--- config.mk ---
export PLATFORM = sky130hd
export DESIGN_NAME = sum_accum
export DESIGN_NICKNAME = d
export VERILOG_FILES = /design/src/rtl/sum_accum.sv
export SDC_FILE = /design/constraint.sdc
export NUM_CORES = 1
export LEC_CHECK = 0
export CORE_MARGIN = 5
export CORE_UTILIZATION = 30
export DETAILED_ROUTE_END_ITERATION = 8
export PLACE_DENSITY_LB_ADDON = 0.2
export SLEW_MARGIN = 20
export SYNTH_ARGS = -nofsm -noshare
export SYNTH_HDL_FRONTEND = slang
export SYNTH_SLANG_ARGS = --single-unit
--- constraint.sdc ---
create_clock -name clk -period 3.2 [get_ports clk]
set_clock_uncertainty 0.1 [all_clocks]
set_input_delay 0.32 -clock clk [delete_from_list [all_inputs] [get_ports clk]]
set_output_delay 0.32 -clock clk [all_outputs]
set_load 0.1 [all_outputs]
--- src/rtl/sum_accum.sv ---
// rtl/sum_accum.sv - block accumulator for unsigned sum samples with saturation
//
// Purpose: adds BLOCK_LEN consecutive accepted samples (or fewer, when the
// block is closed early by flush) into a saturating accumulator and presents
// the block total, sample count and a saturation flag on a valid/ready
// result port. Only one block is in flight at a time.
//
// Ports:
//   clk        clock, all state changes on the rising edge
//   rstn       asynchronous reset, active high (name kept from the block interface)
//   in_valid   upstream sample valid
//   in_data    unsigned sample, WIDTH bits
//   in_ready   sample can be taken this cycle (IDLE or ACCUM)
//   flush      close the current partial block early (ignored in IDLE)
//   out_valid  block result valid (DONE)
//   out_ready  downstream takes the result
//   out_data   accumulated block total, ACC_WIDTH bits, 0 outside DONE
//   out_count  number of samples in the block, 0 outside DONE
//   out_ovf    saturation happened within the block, 0 outside DONE

module sum_accum #(
  parameter int WIDTH     = 8,
  parameter int BLOCK_LEN = 4,
  parameter int ACC_WIDTH = 9
) (
  input  logic                 clk,
  input  logic                 rstn,
  input  logic                 in_valid,
  input  logic [WIDTH-1:0]     in_data,
  output logic                 in_ready,
  input  logic                 flush,
  output logic                 out_valid,
  input  logic                 out_ready,
  output logic [ACC_WIDTH-1:0] out_data,
  output logic [7:0]           out_count,
  output logic                 out_ovf
);

  localparam int                 SUM_WIDTH = ACC_WIDTH + 1;
  localparam logic [7:0]         BLEN      = 8'(BLOCK_LEN);
  localparam logic [ACC_WIDTH-1:0] ACC_MAX = {ACC_WIDTH{1'b1}};

  typedef enum logic [1:0] {
    IDLE  = 2'd0,
    ACCUM = 2'd1,
    DONE  = 2'd2
  } state_t;

  state_t               state_q, state_d;
  logic [ACC_WIDTH-1:0] acc_q, acc_d;
  logic [7:0]           cnt_q, cnt_d;
  logic                 ovf_q, ovf_d;

  logic                 accept;
  logic [SUM_WIDTH-1:0] sum_ext;
  logic                 sum_sat;
  logic [7:0]           cnt_inc;

  assign in_ready = (state_q == IDLE) || (state_q == ACCUM);
  assign accept   = in_valid && in_ready;

  // One extra bit on the adder so the carry out flags saturation; the
  // accumulator itself never wraps.
  assign sum_ext = {1'b0, acc_q} + SUM_WIDTH'(in_data);
  assign sum_sat = sum_ext[ACC_WIDTH];
  assign cnt_inc = cnt_q + 8'd1;

  always_comb begin
    state_d = state_q;
    acc_d   = acc_q;
    cnt_d   = cnt_q;
    ovf_d   = ovf_q;
    unique case (state_q)
      IDLE: begin
        if (accept) begin
          acc_d   = ACC_WIDTH'(in_data);
          cnt_d   = 8'd1;
          ovf_d   = 1'b0;
          state_d = (BLEN == 8'd1) ? DONE : ACCUM;
        end
      end
      ACCUM: begin
        if (accept) begin
          acc_d = sum_sat ? ACC_MAX : sum_ext[ACC_WIDTH-1:0];
          ovf_d = ovf_q | sum_sat;
          cnt_d = cnt_inc;
          // A flush in the same cycle as an accept still counts the sample.
          if (cnt_inc == BLEN || flush) begin
            state_d = DONE;
          end
        end else if (flush) begin
          state_d = DONE;
        end
      end
      DONE: begin
        // The result is held untouched until the downstream handshake;
        // in_ready is low here so no sample slips in.
        if (out_ready) begin
          state_d = IDLE;
        end
      end
      default: state_d = IDLE;
    endcase
  end

  always_ff @(posedge clk or posedge rstn) begin
    if (rstn) begin
      state_q <= IDLE;
      acc_q   <= '0;
      cnt_q   <= '0;
      ovf_q   <= 1'b0;
    end else begin
      state_q <= state_d;
      acc_q   <= acc_d;
      cnt_q   <= cnt_d;
      ovf_q   <= ovf_d;
    end
  end

  // Outputs are gated by the registered state so they read zero outside DONE
  // and clear immediately when reset is asserted.
  assign out_valid = (state_q == DONE);
  assign out_data  = out_valid ? acc_q : '0;
  assign out_count = out_valid ? cnt_q : 8'd0;
  assign out_ovf   = out_valid ? ovf_q : 1'b0;

endmodule

==> out/qor.yml <==
preCtsSetupSlack_ps: 628
post_cts_buffers: 0
grt_max_degree: 21
clk_latency_ps: 260
rsz0062_at_grt: "no"
ctsHtreeMaxLevel: 1
synthArstFlopShare_pct: 100
combPwrFrac_pct: 60.4
ir_worst_vdd_uv: 356
crit_arrival_ps: 1940
syn_to_final_growth_pct: 28.0
clkSlewWorstSetupHoldPaths_ps: 90
die_x_um: 79.7
clkSinkCount: 20
overflow: 0
outcome: "finished clean"
cp-startpoint: "state_q[0]"
utilization_pct: 39.5
drt_wl_total_um: 3790
grt_pass1_wl_um: 6330
min_path_type: "input pin to asynchronous set/reset pin"
startpoint_type: "register"
worstMarginPinSlew_ps: 822
cts_resized: 0
hpwl_um: 2840
crit_path_max_fanout: 14
final_layout_size_suffix_gt1_share_pct: 14.1
coreArea_mm2: 0.00472
vias: 1308
first_pass_iters: 4
layout_setup_ws_ps: 837
num_io_pins: 33
yosysWarnings: 0
synthCells: 173
cts_tree: "done"
root_buffer: "clkbuf_8"
crit_type: "register to output port"
syn_area_per_cell_um2: 8.43
power_density_mw_per_mm2: 969
gp_congestion: 0.761
grt_pass1_vias: 1270
seq_area_frac_synth_pct: 34.3
final-hold-violation-count: 0
die_y_um: 79.7
viasPerCell: 4.79
max_cap_viol_count: 0
leakage_nw: 0.884
synthesis.nets: 197
synth_ff_type: "dfrtp_1"
r2r-start: "acc_q[3]"
fin_setup_tns_ps: 0
p_switching_mw: 0.933
postLayoutCellArea_mm2: 0.00187
fillers: 473
power_frac_seq_pct: 25.1
track_usage_pct: 12.6
max_clock_freq_mhz: 423
endpoint_kind: "output port"
slew_violations: 0
start_util_pct: 30.9
p_sw_share_pct: 51.6
ant_nets: 0
synth_cell_types: 36
final_nets: 231
port-buffer-count: 32
setup-violations-final: 0
synth_edf_count: 0
p_clk_share_pct: 14.5
finalCritPeriodShare_pct: 73.8
p_total_mw: 1.81
layout_commonest_cell: "buf_4"
cp_data_required_time_ps: 2780
p_int_mw: 0.876
numCtsBuffers: 3
grt_antenna_before_repair: 0
max-clock-path-buffers: 2
rows: 25
slew_headroom_pct: 45.2
routedWlPerCell_um: 13.9
post-route-min-period_ps: 2360
synth_seq_cells: 20
die-area_mm2: 0.00636
cts_hold_buf: 0
r2r_slack_ps: 1010
drc_errors: 0
placedInstanceArea_mm2: 0.00180
syn-cell-area_mm2: 0.00146
num_antenna_cells: 0
final_cell_mix: "buf_4, dfrtp_1, nand2_1"
drt_iter0_drc: 31
[through the flow]
step                hold WS, ps  cells
finish                      411    273
global route                457    273
CTS                         428    273
detailed placement          408    269
global placement            400    269
floorplan                   184    173
[cell usage after synthesis, types with 2 or more instances]
library cell | number | area share (%)
inv_1 | 7 | 1.8
o21ai_1 | 4 | 1.4
o22ai_1 | 9 | 3.9
nor2b_1 | 3 | 1.3
nor3_1 | 3 | 1.0
a21boi_0 | 2 | 1.0
nand2_1 | 19 | 4.9
nand3_1 | 6 | 2.1
xor2_1 | 7 | 4.2
and2_1 | 16 | 6.9
xnor2_1 | 2 | 1.2
a22o_1 | 2 | 1.2
dfrtp_1 | 20 | 34
o21a_1 | 3 | 1.5
a21o_1 | 3 | 1.5
a21oi_1 | 8 | 2.7
nor2_1 | 12 | 3.1
and3_1 | 2 | 0.86
clkbuf_1 | 3 | 0.77
o21ai_0 | 17 | 5.8
ha_1 | 10 | 8.6
[area by class of cell]
type	instances	area [um^2]	area share, %
multi-input combinational	141	901	48.2
sequential	20	500	26.8
timing repair buffer	34	285	15.3
tap	67	83.8	4.49
clock buffer	3	41.3	2.21
clock inverter	1	30.0	1.61
inverter	7	26.3	1.41
[sequential cells by signal, summed over array words and instances, names as in the netlist]
name	flops
ovf_q	1
acc_q	9
state_q	2
cnt_q	8
[per-layer routing]
metal	track usage (%)	up-vias	routed length (um)
met4	3.04	0	29
met3	2.48	4	160
met2	19.9	24	1680
li1	-	677	-
met1	17.7	603	1920
met5	0	-	0
[path summary, 6_finish.rpt]
path,to,depth (start not counted)
min in group clk,ovf_q,1
worst max register to register,acc_q[2],7
worst min-delay path,acc_q[0],2
worst max-delay path,out_data[7],4
max in group asynchronous,acc_q[4],2
worst min register to register,ovf_q,1
[logic make-up (layout without fill, tap and decap cells)]
kind of cell / count (synthesis) / in the layout / share of synthesized area (%)
flip-flops: 20 / 20 / 34.3
AO/OA/AOI/OAI: 55 / 55 / 23.1
adder cells (fa/ha/maj): 11 / 11 / 9.95
XOR/XNOR: 9 / 9 / 5.40
multiplexers: 1 / 1 / 0.686
AND/OR/NAND/NOR: 65 / 65 / 22.6
buffers and inverters: 12 / 45 / 3.95
[power by group through the flow]
stage / combinational (mW) / clock (mW) / sequential (mW)
after floorplan: 0.900 / 0 / 0.409
after global placement: 1.09 / 0 / 0.461
after detailed placement: 1.10 / 0 / 0.462
after CTS: 1.10 / 0.267 / 0.457
after global routing: 1.21 / 0.275 / 0.472
final: 1.09 / 0.263 / 0.454
[worst max-delay path: stages (launching register included)]
cell	delay [ps]
dfrtp_1	580
nor2_1	400
buf_4	260
and2_1	150
buf_4	280
Power figures use the tool's default switching activity.
